**src/rtl/seg_scan_mux.sv**
```systemverilog
// Seven-segment scan multiplexer: refresh prescaler, digit index, double-buffered
// digit data, dead-time anti-ghosting and optional leading-zero blanking.
module seg_scan_mux #(
    parameter int DIGITS      = 4,
    parameter int REFRESH_DIV = 100000,
    parameter int DEAD_CYCLES = 1000,
    parameter bit ACTIVE_LOW  = 1'b1,
    localparam int IW = $clog2(DIGITS),
    localparam int PW = $clog2(REFRESH_DIV)
) (
    input  logic                  clk,
    input  logic                  reset,
    input  logic                  enable,
    input  logic [4*DIGITS-1:0]   BCD,
    input  logic [DIGITS-1:0]     dp_in,
    input  logic                  load,
    input  logic                  blank_lz,
    output logic [IW-1:0]         countout,
    output logic [3:0]            LED_BCD,
    output logic [DIGITS-1:0]     digits,
    output logic [6:0]            seg,
    output logic                  dp,
    output logic                  frame_done
);

    localparam logic [PW-1:0]     PRESC_LAST = PW'(REFRESH_DIV - 1);
    localparam logic [PW-1:0]     DEAD_END   = PW'(DEAD_CYCLES);
    localparam logic [IW-1:0]     IDX_LAST   = IW'(DIGITS - 1);
    localparam logic [6:0]        SEG_OFF    = {7{ACTIVE_LOW}};
    localparam logic [DIGITS-1:0] DIG_OFF    = {DIGITS{ACTIVE_LOW}};

    typedef enum logic {SLOT_DEAD, SLOT_ON} slot_t;

    slot_t                r_state;
    logic [PW-1:0]        r_presc;
    logic [IW-1:0]        r_index;
    logic [4*DIGITS-1:0]  r_staging;
    logic [DIGITS-1:0]    r_stagingDp;
    logic [4*DIGITS-1:0]  r_shadow;
    logic [DIGITS-1:0]    r_shadowDp;
    logic                 r_pending;
    logic                 r_frameWrap;

    logic                 w_terminal;
    logic                 w_boundary;
    logic [PW-1:0]        w_prescNext;
    logic [3:0]           w_nibble;
    logic                 w_dpBit;
    logic [DIGITS-1:0]    w_blankMask;
    logic                 w_run;
    logic [6:0]           w_segOn;
    logic                 w_lit;
    logic [DIGITS-1:0]    w_onehot;

    assign w_terminal  = (r_presc == PRESC_LAST);
    assign w_boundary  = enable && w_terminal && (r_index == IDX_LAST);
    assign w_prescNext = r_presc + 1'b1;
    assign w_nibble    = r_shadow[4*r_index +: 4];
    assign w_dpBit     = r_shadowDp[r_index];
    assign w_onehot    = {{(DIGITS-1){1'b0}}, 1'b1} << r_index;
    assign w_lit       = enable && (r_state == SLOT_ON) && !(blank_lz && w_blankMask[r_index]);

    // A digit is blankable while every digit from the top down to it is zero with no dp.
    always_comb begin
        w_blankMask = '0;
        w_run       = 1'b1;
        for (int i = DIGITS - 1; i >= 1; i--) begin
            w_run          = w_run && (r_shadow[4*i +: 4] == 4'd0) && !r_shadowDp[i];
            w_blankMask[i] = w_run;
        end
    end

    always_comb begin
        case (w_nibble)
            4'h0:    w_segOn = 7'b0111111;
            4'h1:    w_segOn = 7'b0000110;
            4'h2:    w_segOn = 7'b1011011;
            4'h3:    w_segOn = 7'b1001111;
            4'h4:    w_segOn = 7'b1100110;
            4'h5:    w_segOn = 7'b1101101;
            4'h6:    w_segOn = 7'b1111101;
            4'h7:    w_segOn = 7'b0000111;
            4'h8:    w_segOn = 7'b1111111;
            4'h9:    w_segOn = 7'b1101111;
            4'hA:    w_segOn = 7'b1110111;
            4'hB:    w_segOn = 7'b1111100;
            4'hC:    w_segOn = 7'b0111001;
            4'hD:    w_segOn = 7'b1011110;
            4'hE:    w_segOn = 7'b1111001;
            default: w_segOn = 7'b1110001;
        endcase
    end

    // Slot timing, double buffering and registered display outputs; outputs lag state by one cycle.
    always_ff @(posedge clk) begin
        if (reset) begin
            r_state     <= SLOT_DEAD;
            r_presc     <= '0;
            r_index     <= '0;
            r_staging   <= '0;
            r_stagingDp <= '0;
            r_shadow    <= '0;
            r_shadowDp  <= '0;
            r_pending   <= 1'b0;
            r_frameWrap <= 1'b0;
            countout    <= '0;
            LED_BCD     <= 4'd0;
            digits      <= DIG_OFF;
            seg         <= SEG_OFF;
            dp          <= ACTIVE_LOW;
            frame_done  <= 1'b0;
        end else begin
            if (!enable) begin
                r_presc <= '0;
                r_state <= SLOT_DEAD;
            end else if (w_terminal) begin
                r_presc <= '0;
                r_index <= (r_index == IDX_LAST) ? '0 : r_index + 1'b1;
                r_state <= SLOT_DEAD;
            end else begin
                r_presc <= w_prescNext;
                if (w_prescNext == DEAD_END) begin
                    r_state <= SLOT_ON;
                end
            end
            r_frameWrap <= w_boundary;

            if (load) begin
                r_staging   <= BCD;
                r_stagingDp <= dp_in;
            end
            // A load landing on the boundary bypasses staging so nothing is left pending.
            if (w_boundary && load) begin
                r_shadow   <= BCD;
                r_shadowDp <= dp_in;
                r_pending  <= 1'b0;
            end else if (w_boundary && r_pending) begin
                r_shadow   <= r_staging;
                r_shadowDp <= r_stagingDp;
                r_pending  <= 1'b0;
            end else if (load) begin
                r_pending <= 1'b1;
            end

            countout   <= r_index;
            LED_BCD    <= w_nibble;
            frame_done <= r_frameWrap && enable;
            digits     <= (w_lit ? w_onehot : '0) ^ DIG_OFF;
            seg        <= (w_lit ? w_segOn : 7'd0) ^ SEG_OFF;
            dp         <= (w_lit && w_dpBit) ^ ACTIVE_LOW;
        end
    end

endmodule

```
**config.mk**
```make
export PLATFORM = sky130hd
export DESIGN_NAME = seg_scan_mux
export DESIGN_NICKNAME = d
export VERILOG_FILES = /design/src/rtl/seg_scan_mux.sv
export SDC_FILE = /design/constraint.sdc
export NUM_CORES = 1
export LEC_CHECK = 0
export BUFFER_PORTS_ARGS = -buffer_cell sky130_fd_sc_hd__buf_2
export CORE_MARGIN = 2
export CORE_UTILIZATION = 45
export CTS_BUF_LIST = sky130_fd_sc_hd__clkbuf_8
export DETAILED_ROUTE_END_ITERATION = 12
export GPL_ROUTABILITY_DRIVEN = 1
export PLACE_DENSITY = 0.75
export SLEW_MARGIN = 20
export SYNTH_ARGS = -nofsm -noshare
export SYNTH_HDL_FRONTEND = slang
export SYNTH_SLANG_ARGS = --single-unit
```
**constraint.sdc**
```tcl
create_clock -name clk -period 2.2 [get_ports clk]
set_input_delay 0.44 -clock clk [delete_from_list [all_inputs] [get_ports clk]]
set_output_delay 0.44 -clock clk [all_outputs]
set_load 0.01 [all_outputs]
```
* After elaboration in Yosys (flattened, before gate mapping) *
Memory sizes are Yosys's and may differ from the RTL's.
Cells that the tools add are included.

operators by class
  add/subtract/negate cells = 2
  magnitude comparators = 1
  eq/ne operators = 3
  shifts and indexed selects = 2
  mux-type cells = 11
  bitwise operators = 4
  reduce and logical (&&, ||, !) cells = 25

operators by type and width
  cell                     number
  $mux W16                 2
  $add A17 B1 Y17 const B  1
  $eq A17 B10 Y1 const B   1
  $eq A17 B17 Y1 const B   1
  $shiftx A16 B5 Y4        1
  $logic_and A1 B1 Y1      14
  $logic_not A4 Y1         3
  $mux W4                  3
  $mux W7                  1
  $not A7 Y7               1
  $reduce_or A3 Y1         2
  $bmux W1 S2              2
  $logic_not A1 Y1         4
  $not A4 Y4               1
  $shl A1 B2 Y4 const A    1
  $lt A2 B3 Y1 const B     1
  $add A2 B1 Y2 const B    1
  $eq A2 B2 Y1 const B     1
  $mux W1                  2
  $mux W2                  1
  $not A1 Y1               2
  $reduce_and A2 Y1        1
  $reduce_bool A2 Y1       1

word-level totals
  bits in registers = 81
  ROM bits = 112
  output and inout bits = 19
  logic and storage cells = 64
  memories kept = 1

memories
  name              words  bits a word  rd ports  clocked after Yosys merged registers in  write ports  line  text
  (name not given)  16     7            1         0                                        0            74    case (w_nibble)

* Depth between registers and ports, before layout *
Gate-level depths: netlist of run 1.

  depth after elaboration = 13
  gate-level depth with buffers = 9

* Least setup slack after synthesis of run 1 *
OpenSTA, ideal clock, no wires.

  path kind = register to register
  start point = register r_index[0]
  end point = register seg[1]
  setup time = 129 ps
  arrival time = 1828 ps
  required time = 2071 ps
  setup slack = 242 ps
  stages on the path, launching flop included = 9
  period minus slack after synthesis = 1958 ps
  cell sequence = dfxtp_1 > buf_2 > mux4_2 > inv_1 > ha_1 > nand2_1 > o21ai_0 > a32oi_1 > nand2_1

between the ends
  elaborated cells on any way between the ends = 9
  classes of those cells = shift (1); mux (3); bitwise (1); reduce/logical (3); memory (1)

RTL lines
  item                    line  text
  start, declared         36    logic [IW-1:0] r_index;
  start signal, assigned  118   r_index <= (r_index == IDX_LAST) ? '0 : r_index + 1'b1;
  $shiftx A16 B5 Y4       58    assign w_nibble = r_shadow[4*r_index +: 4];
  net w_nibble[0]         47    logic [3:0] w_nibble;
  $mem_v2 Z16 W7          -
  $mux W7                 149   seg <= (w_lit ? w_segOn : 7'd0) ^ SEG_OFF;
  $not A7 Y7 (no line)    -
  end signal, assigned    149
  end, declared           21    output logic [6:0] seg,

The timed path passes the listed nets, and every way through them passes these cells. The select of a mux whose other input is x is not followed.
A chain may end at the register's enable or synchronous reset.

* Final worst setup path of run 1 *
  start point = register r_presc[0]
  end point = register r_state

between the ends
  cells in the longest elaborated chain, start to end = 2
  elaborated cells on any way between the ends = 4
  classes of those cells = add/sub (1); eq/ne (2); reduce/logical (1)

RTL lines
  item                                                       line    text
  start, declared                                            35      logic [PW-1:0] r_presc;
  start signal, assigned                                     121     r_presc <= w_prescNext;
  $add A17 B1 Y17 / $eq A17 B17 Y1 (equally long branches)   57, 55
  $eq A17 B10 Y1 / $reduce_or A3 Y1 (equally long branches)  -
  end signal, assigned                                       115     r_state <= SLOT_DEAD;
  end signal, assigned                                       119     r_state <= SLOT_DEAD;
  end signal, assigned                                       123     r_state <= SLOT_ON;
  end, declared                                              34      slot_t r_state;

Parallel ways exist; a longest one is shown, timed or not.

==> impl_metrics.json, run 1 <==
{
  "antenna_found_initial": 0,
  "post_route_cells_drive_above_1_share": 0.195,
  "post_cts_buffers": 0,
  "cts_tree": "yes",
  "timing.slew.headroom": 0.507,
  "ctsRootBufferMaster": "clkbuf_8",
  "synth_cells": 378,
  "ir_drop_mv": 0.388,
  "hp-start": "BCD[4]",
  "setup_viol": 0,
  "grt_max_degree": 51,
  "cts_made_buffers": 9,
  "fin_nets": 456,
  "grtUsageTotal": 0.185,
  "yosysTopAreaCell": "dfxtp_1",
  "dieArea_um2": 8510,
  "async_reset_ff_frac": 0,
  "htreeDepth": 3,
  "synth_edf_count": 0,
  "gp_congestion": 0.915,
  "worstHoldPathCells": 3,
  "rows": 32,
  "crit_slowest_cell": "nor4_4",
  "fillers": 703,
  "p_total_mw": 3.04,
  "reg2reg_from": "r_presc[0]",
  "finClkSkew_ns": 0.00683,
  "endpoint_kind": "register",
  "yosysTopAreaCellShare": 0.463,
  "die_y_um": 92.3,
  "wirelength_um": 7520,
  "fin_area_um2": 4100,
  "worstPathCellList": "ha_1 -> nand4_1 -> nor4_4 -> nor3_1 -> a31o_1 -> a41oi_1 -> nor2_1",
  "synth.distinct_cells": 52,
  "routed_via_density": 5.33,
  "status": "complete, no violations",
  "chipWidth_um": 92.3,
  "timing.fmax_mhz": 490,
  "syn_area_um2": 3500,
  "multi_input_area_um2": 1750,
  "drc": 0,
  "first_iter_violations": 145,
  "grt_pass1_wl_um": 12500,
  "synth_nets": 414,
  "grt_pass1_vias": 2625,
  "clock_path_buffers": 2,
  "start_kind": "register",
  "cp_max_fo": 6,
  "drtAntennaViolNets": 0,
  "placed_area_um2": 3830,
  "clk_pin_slew_ns": 0.08,
  "grt_overflow": 0,
  "r2r_cells": 7,
  "via_count": 2807,
  "syn_area_per_cell_um2": 9.27,
  "drt_pass1_iterations": 4,
  "synth.most_common_cell": "nor2_1",
  "cts_num_sinks": 81,
  "tightest_slew_ns": 0.737,
  "dp_hpwl_um": 5250,
  "synth_common_cells": "nor2_1 (85), dfxtp_1 (81), mux2i_1 (23)",
  "hold_end": "r_staging[4]",
  "yosysWarnings": 0,
  "min_path_type": "in2reg",
  "holdBufCountCts": 0,
  "synthFlopType": "dfxtp_1",
  "synth-seq-area-share": 0.463,
  "hold_viol": 0,
  "synth_seq_cells": 81,
  "cp.required_ns": 2.45,
  "final_cells": 527,
  "wire_per_inst_um": 14.3,
  "coreArea_um2": 7650,
  "max_cap_viol_count": 0,
  "slowest_delay_ns": 0.46,
  "clk_latency_ns": 0.35,
  "worstReg2RegEnd": "r_state",
  "period_share": 0.928,
  "regArea_um2": 1620,
  "dp_cells": 511,
  "ys_top_cells_by_area": "dfxtp_1 (46%), nor2_1 (9.1%), mux2i_1 (6.6%)",
  "initial_utilization": 0.458,
  "area_growth_pct": 17.0,
  "io_pins": 44,
  "p_leak_nw": 1.65,
  "p_per_area_nw_per_um2": 742,
  "slew_violations": 0,
  "io_buffers": 43,
  "worstPathArrival_ns": 2.29,
  "antenna_cells": 0,
  "crit_type": "reg2reg",
  "regToRegSetupSlack_ns": 0.16,
  "timing.final.crit_period_ns": 2.04
}
## power breakdown
group | internal [mW] | leakage, nW | switching (mW)
Sequential | 1.49 | 0.657 | 0.00886
Combinational | 0.0531 | 0.855 | 0.0685
Clock | 0.873 | 0.136 | 0.551
## cell families after synthesis
kind of cell / Yosys count / share of synthesized area
AO/OA/AOI/OAI: 55 / 0.105
XOR/XNOR: 13 / 0.0325
adder cells (fa/ha/maj): 11 / 0.0393
buffers and inverters: 34 / 0.0400
flip-flops: 81 / 0.463
multiplexers: 29 / 0.101
AND/OR/NAND/NOR: 155 / 0.220
## state kept, by name, indices dropped and copies added (netlist names)
| register | flops |
|---|---|
| dp | 1 |
| r_frameWrap | 1 |
| r_state | 1 |
| frame_done | 1 |
| countout | 2 |
| r_shadowDp | 4 |
| LED_BCD | 4 |
| r_shadow | 16 |
| r_staging | 16 |
| r_index | 2 |
| r_presc | 17 |
| digits | 4 |
| r_pending | 1 |
| r_stagingDp | 4 |
| seg | 7 |
## worst max-delay path: cells and delay by family, from the launching register on
kind | cells | cell delay, ns
compound gates | 2 | 0.44
fa+ha+maj | 1 | 0.27
flops | 1 | 0.34
simple gates | 4 | 0.89
## area by class of cell
cell class              instances  share of cell area
multi-input cells             263               0.427
flip-flops and latches         81               0.395
repair buffers                 53              0.0708
clock inverters                 7              0.0345
well taps                     102              0.0311
clock buffers                   9              0.0302
inverters                      12              0.0110
## worst max-delay path by stage
stage | start | endpoint | slack, ns | depth (start not counted)
2_1_floorplan | r_index[0] | seg[1] | 0.24 | 8
3_3_place_gp | r_presc[0] | r_state | 0.29 | 7
3_5_place_dp | r_index[0] | seg[1] | 0.23 | 7
4_1_cts | r_presc[0] | r_state | 0.15 | 7
5_1_grt | r_presc[0] | r_state | -0.01 | 7
6_report | r_presc[0] | r_state | 0.16 | 7
## per-stage QoR
step	worst slack, ns	utilization	TNS (ns)	hold WS, ns
floorplan	0.242	-	0	0.406
global placement	0.293	0.500	0	0.417
detailed placement	0.231	0.500	0	0.412
CTS	0.148	0.535	0	0.327
global route	-0.0145	0.536	-0.0145	0.335
finish	0.158	0.536	0	0.341
## layer usage
layer	global-route usage	vias to the layer above	wire length [um]
met5	0	-	0
met4	0.0622	0	78
met3	0.0575	7	439
met2	0.284	76	3520
met1	0.247	1328	3480
li1	-	1396	-
## layout by cell type, fill, tap and decap left out, types with 2 or more instances in the layout
master | Yosys | routed
inv_6 | 0 | 2
xnor2_1 | 8 | 8
inv_2 | 2 | 2
nor4_1 | 5 | 5
buf_2 | 10 | 43
clkbuf_8 | 0 | 9
a22o_1 | 7 | 7
or3_1 | 3 | 3
mux2i_1 | 23 | 23
nand4_1 | 5 | 5
nor2_1 | 85 | 85
o21ai_1 | 2 | 2
nand3_1 | 5 | 5
and2_1 | 2 | 2
buf_4 | 0 | 10
nor3_1 | 4 | 4
mux4_2 | 5 | 5
a21oi_1 | 22 | 22
o21ai_0 | 4 | 4
nand4b_1 | 3 | 3
or4_1 | 2 | 2
and4_1 | 2 | 2
inv_1 | 10 | 11
o22ai_1 | 2 | 2
bufinv_16 | 0 | 4
and3_1 | 2 | 2
nand2_1 | 20 | 20
nor2b_1 | 4 | 4
o221ai_1 | 4 | 4
ha_1 | 11 | 11
dfxtp_1 | 81 | 81
xor2_1 | 5 | 5
a22oi_1 | 7 | 7
## repair_timing
action	CTS	global route
hold endpoints to repair	0	0
setup endpoints to repair	0	1
gates resized for setup	0	1
No activity file was read; power rests on OpenSTA's default activity.
==> inputs of run 2 (changes only) <==
--- a/config.mk
+++ b/config.mk
@@ -7,11 +7,11 @@
 export LEC_CHECK = 0
 export BUFFER_PORTS_ARGS = -buffer_cell sky130_fd_sc_hd__buf_2
 export CORE_MARGIN = 2
-export CORE_UTILIZATION = 45
+export CORE_UTILIZATION = 60
 export CTS_BUF_LIST = sky130_fd_sc_hd__clkbuf_8
 export DETAILED_ROUTE_END_ITERATION = 12
 export GPL_ROUTABILITY_DRIVEN = 1
-export PLACE_DENSITY = 0.75
+export PLACE_DENSITY = 0.93
 export SLEW_MARGIN = 20
 export SYNTH_ARGS = -nofsm -noshare
 export SYNTH_HDL_FRONTEND = slang
==> impl_metrics.json, run 2 (synthesized netlist as in run 1, its figures left out) <==
{
  "status": "complete, no violations",
  "period_share": 0.945,
  "io_buffers": 43,
  "htreeDepth": 3,
  "first_iter_violations": 255,
  "p_leak_nw": 1.61,
  "grt_pass1_vias": 2755,
  "area_growth_pct": 13.9,
  "ctsRootBufferMaster": "clkbuf_8",
  "timing.slew.headroom": 0.489,
  "grtUsageTotal": 0.257,
  "timing.fmax_mhz": 481,
  "tightest_slew_ns": 0.764,
  "final_cell_mix": "nor2_1 (85), dfxtp_1 (79), buf_2 (43), mux2i_1 (23), a21oi_1 (22)",
  "slew_violations": 0,
  "cp_max_fo": 7,
  "antenna_found_initial": 0,
  "holdBufCountCts": 0,
  "cts_num_sinks": 81,
  "fin_util": 0.716,
  "via_count": 2905,
  "grt_max_degree": 51,
  "finClkSkew_ns": 0.0106,
  "initial_utilization": 0.629,
  "clk_latency_ns": 0.36,
  "hold_viol": 0,
  "antenna_cells": 0,
  "drtAntennaViolNets": 0,
  "grt_pass1_wl_um": 12700,
  "rsz0062_at_grt": "false",
  "post_route_cells_drive_above_1_share": 0.205,
  "wire_per_inst_um": 15.6,
  "worstPathArrival_ns": 2.33,
  "wl_met2_um": 3560,
  "coreArea_um2": 5570,
  "clock_path_buffers": 2,
  "met3_wirelength_um": 445,
  "grt_overflow": 0,
  "routed_via_density": 5.86,
  "endpoint_kind": "register",
  "start_kind": "register",
  "wl_met1_um": 3440,
  "drt_pass1_iterations": 4,
  "timing.final.crit_period_ns": 2.08,
  "cp.required_ns": 2.45,
  "crit_type": "reg2reg",
  "biggestRegsByFlops": "r_presc x17, r_shadow x16, r_staging x16",
  "regMostFlops": "r_presc",
  "min_path_type": "in2reg",
  "cts_made_buffers": 9,
  "fin_tns_setup_ns": 0,
  "dp_hpwl_um": 5260,
  "largest_reg_flops": 17,
  "p_total_mw": 2.61,
  "clk_pin_slew_ns": 0.09,
  "drc": 0,
  "mostFrequentLayoutCell": "nor2_1",
  "chipWidth_um": 80.4,
  "fin_nets": 455,
  "p_per_area_nw_per_um2": 655,
  "max_cap_viol_count": 0,
  "cts_tree": "yes",
  "wirelength_um": 7740,
  "die_y_um": 80.4,
  "setup_viol": 0,
  "io_pins": 44,
  "ir_drop_mv": 0.577,
  "rows": 27,
  "gp_congestion": 0.890,
  "dieArea_um2": 6470,
  "routed.top_layer": "met4"
}
==> run 2: changes by cell type in the layout (fill, tap and decap cells not counted), moves of 2 or more <==
cell,before,now
bufinv_16,4,0
clkinv_4,0,3
buf_4,10,8
clkinv_2,0,2
dfxtp_1,81,79
dfxtp_2,0,2
==> run 2: routing by layer <==
layer  up-vias  track usage
li1       1400            -
met1      1360        0.327
met2       114        0.401
met3        31       0.0539
met4         0        0.154
met5         -            0
==> run 2: critical path, stage by stage, from the launching register on <==
cell and delay [ns]:
dfxtp_1 0.46, nand3_2 0.18, or3_1 0.45, nor2_1 0.20, mux2_1 0.37, a41oi_1 0.25, nor2_1 0.06
==> run 2: path summary, 6_finish.rpt <==
path / from / depth (start not counted) / slack (ns) / endpoint
worst max register to register: r_presc[2] / 6 / 0.12 / r_state
worst min register to register: r_frameWrap / 1 / 0.44 / frame_done
worst min-delay path: BCD[5] / 3 / 0.33 / r_staging[5]
worst max-delay path: r_presc[2] / 6 / 0.12 / r_state
==> run 2: report_power, final <==
| part | internal (mW) | total (mW) | switching, mW |
|---|---|---|---|
| clock network | 0.419 | 0.992 | 0.573 |
| registers | 1.49 | 1.50 | 0.0110 |
| logic | 0.0522 | 0.120 | 0.0681 |
==> run 2: cell type report <==
class                   instances  area (um^2)
repair buffers                 52          295
inverters                      12         45.0
clock buffers                   9          124
fillers                       408         1580
well taps                      72         90.1
clock inverters                 7         53.8
multi-input cells             263         1760
flip-flops and latches         81         1620
==> run 2: stage by stage <==
stage / setup WS (ns) / area [um^2] / hold WS [ns] / cells
floorplan: 0.242 / 3500 / 0.406 / 378
global placement: 0.232 / 3790 / 0.412 / 479
detailed placement: 0.0655 / 3790 / 0.417 / 479
CTS: 0.0497 / 3970 / 0.335 / 495
global route: 0.0254 / 3990 / 0.357 / 496
finish: 0.122 / 3990 / 0.334 / 496
==> run 2: what timing repair did <==
item	4_1_cts	5_1_grt
setup buffers	0	1
setup endpoints to repair	0	19
gates resized for setup	0	5
endpoints found under the hold margin	0	0
==> inputs of run 3 (changes only) <==
--- a/config.mk
+++ b/config.mk
@@ -7,11 +7,11 @@
 export LEC_CHECK = 0
 export BUFFER_PORTS_ARGS = -buffer_cell sky130_fd_sc_hd__buf_2
 export CORE_MARGIN = 2
-export CORE_UTILIZATION = 60
+export CORE_UTILIZATION = 54
 export CTS_BUF_LIST = sky130_fd_sc_hd__clkbuf_8
 export DETAILED_ROUTE_END_ITERATION = 12
 export GPL_ROUTABILITY_DRIVEN = 1
-export PLACE_DENSITY = 0.93
+export PLACE_DENSITY = 0.89
 export SLEW_MARGIN = 20
 export SYNTH_ARGS = -nofsm -noshare
 export SYNTH_HDL_FRONTEND = slang
==> constraint.sdc (replaced) <==
create_clock -name clk -period 1.8 [get_ports clk]
set_input_delay 0.36 -clock clk [delete_from_list [all_inputs] [get_ports clk]]
set_output_delay 0.36 -clock clk [all_outputs]
set_load 0.01 [all_outputs]
==> impl_metrics.json, run 3 (synthesized netlist as in run 1, its figures left out) <==
{
  "status": "complete, but fails checks",
  "violations": "negative setup slack",
  "combinationalPowerShare": 0.050,
  "cts_made_buffers": 9,
  "cts_tree": "yes",
  "io_buffers": 43,
  "p_leak_nw": 1.95,
  "clk_pin_slew_ns": 0.08,
  "drc": 0,
  "grt_pass1_vias": 3181,
  "die_y_um": 84.6,
  "timing.final.crit_period_ns": 1.88,
  "crit_cells": 6,
  "r2r_cells": 6,
  "clock_path_buffers": 2,
  "finClkSkew_ns": 0.0137,
  "worstPathCellList": "mux4_2 -> inv_2 -> buf_4 -> ha_1 -> a21oi_1 -> o221ai_1",
  "period_share": 1.05,
  "initial_utilization": 0.555,
  "rows": 29,
  "slew_violations": 0,
  "dp_slack_ns": -0.0738,
  "largest_reg_flops": 17,
  "grt_max_degree": 51,
  "start_kind": "register",
  "rsz0062_at_grt": "true",
  "crit_slowest_cell": "mux4_2",
  "gp_congestion": 0.944,
  "regMostFlops": "r_presc",
  "drtAntennaViolNets": 0,
  "drt_pass1_iterations": 5,
  "worstHoldPathCells": 3,
  "worstPathArrival_ns": 2.15,
  "grt_pass1_wl_um": 15200,
  "wirelength_um": 10700,
  "antenna_found_initial": 0,
  "timing.fmax_mhz": 531,
  "mostFrequentLayoutCell": "nor2_1",
  "ctsRootBufferMaster": "clkbuf_8",
  "dieArea_um2": 7150,
  "coreArea_um2": 6310,
  "internal-power_mw": 2.53,
  "regToRegSetupSlack_ns": -0.08,
  "crit_family": "multiplexers",
  "fin_ws_ns": -0.0847,
  "critPathCapture": "seg[6]",
  "p_seq_frac": 0.547,
  "p_per_area_nw_per_um2": 698,
  "regArea_um2": 1650,
  "ir_drop_mv": 0.710,
  "biggestRegsByFlops": "r_presc x17, r_shadow x16, r_staging x16",
  "hold_viol": 0,
  "grtUsageTotal": 0.267,
  "crit_buf_inv": 2,
  "worstReg2RegEnd": "seg[6]",
  "fillers": 366,
  "grt_overflow": 0,
  "routed_via_density": 6.02,
  "via_count": 3321,
  "power.share.clock": 0.403,
  "final_cell_mix": "nor2_1 (73), dfxtp_1 (69), buf_4 (50), buf_2 (43), mux2i_1 (23)",
  "slowest_delay_ns": 0.57,
  "min_path_type": "in2reg",
  "io_pins": 44,
  "wire_per_inst_um": 19.3,
  "hold-worst-slack_ns": 0.246,
  "startpoint": "r_index[0]",
  "holdBufCountCts": 0,
  "cts_num_sinks": 81,
  "crit_type": "reg2reg",
  "dp_hpwl_um": 5610,
  "max_cap_viol_count": 0,
  "post_route_cells_drive_above_1_share": 0.429,
  "first_iter_violations": 310,
  "antenna_cells": 0,
  "multi_input_area_um2": 2040,
  "htreeDepth": 3,
  "timing.slew.headroom": 0.661,
  "clk_latency_ns": 0.37,
  "endpoint_kind": "register",
  "p_sw_mw": 0.815,
  "chipWidth_um": 84.6,
  "cp.required_ns": 2.07,
  "cp_max_fo": 4,
  "tightest_slew_ns": 0.509,
  "area_growth_pct": 36.6,
  "reg2reg_from": "r_index[0]",
  "fin_nets": 506,
  "setup_viol": 12,
  "swShare": 0.244
}
[run 3: cell types whose count changed in the layout (fill, tap and decap cells not counted), sizes merged]
cell / previous run / this run
buf: 52 / 101
bufinv: 0 / 1
clkbuf: 9 / 11
clkinv: 5 / 3
clkinvlp: 0 / 2
inv: 14 / 13
[run 3: worst reg2reg max path, cell delays in order (launching register included)]
cell      delay [ns]
dfxtp_4         0.40
mux4_2          0.57
inv_2           0.12
buf_4           0.13
ha_1            0.21
a21oi_1         0.10
o221ai_1        0.25
[run 3: layout make-up]
class                           instances  area share
Multi-Input combinational cell        263       0.426
Timing Repair Buffer                  103       0.159
Clock buffer                            9      0.0259
Sequential cell                        81       0.345
Tap cell                               77      0.0201
Inverter                               12     0.00993
Clock inverter                          7      0.0144
[run 3: how the worst min path moves through the flow]
| stage | slack, ns | start | to |
|---|---|---|---|
| after global placement | 0.41 | r_frameWrap | frame_done |
| after detailed placement | 0.41 | r_frameWrap | frame_done |
| after CTS | 0.24 | BCD[2] | r_staging[2] |
| final | 0.25 | BCD[2] | r_staging[2] |
| after global routing | 0.25 | BCD[2] | r_staging[2] |
| after floorplan | 0.41 | r_frameWrap | frame_done |
[run 3: what timing repair did]
action,in CTS,in global routing
pin swaps,6,18
setup endpoints to repair,26,26
buffers inserted,9,14
gates resized for setup,29,59
cloned,2,1
endpoints found under the hold margin,0,0
[run 3: per-stage QoR]
stage	instances	TNS [ns]	util	total power, mW	instance area (um^2)
6_report	552	-0.288	0.758	3.34	4790
4_1_cts	538	-0.0714	0.700	3.32	4420
5_1_grt	552	-1.69	0.758	3.45	4790
2_1_floorplan	378	-0.0602	-	1.97	3530
3_3_place_gp	511	-0.0378	0.638	2.02	4030
3_5_place_dp	511	-0.657	0.638	2.03	4030
[run 3: metal layers]
metal / up-vias / wire [um] / global-route usage
li1: 1497 / - / -
met1: 1586 / 4080 / 0.298
met2: 176 / 5450 / 0.483
met5: - / 0 / 0
met3: 62 / 658 / 0.0737
met4: 0 / 491 / 0.0967
[run 3: power by group through the flow]
stage	combinational, mW	clock [mW]	sequential [mW]
2_1_floorplan	0.0940	0	1.87
3_3_place_gp	0.148	0	1.87
3_5_place_dp	0.151	0	1.88
4_1_cts	0.158	1.33	1.83
5_1_grt	0.184	1.43	1.83
6_report	0.168	1.35	1.83
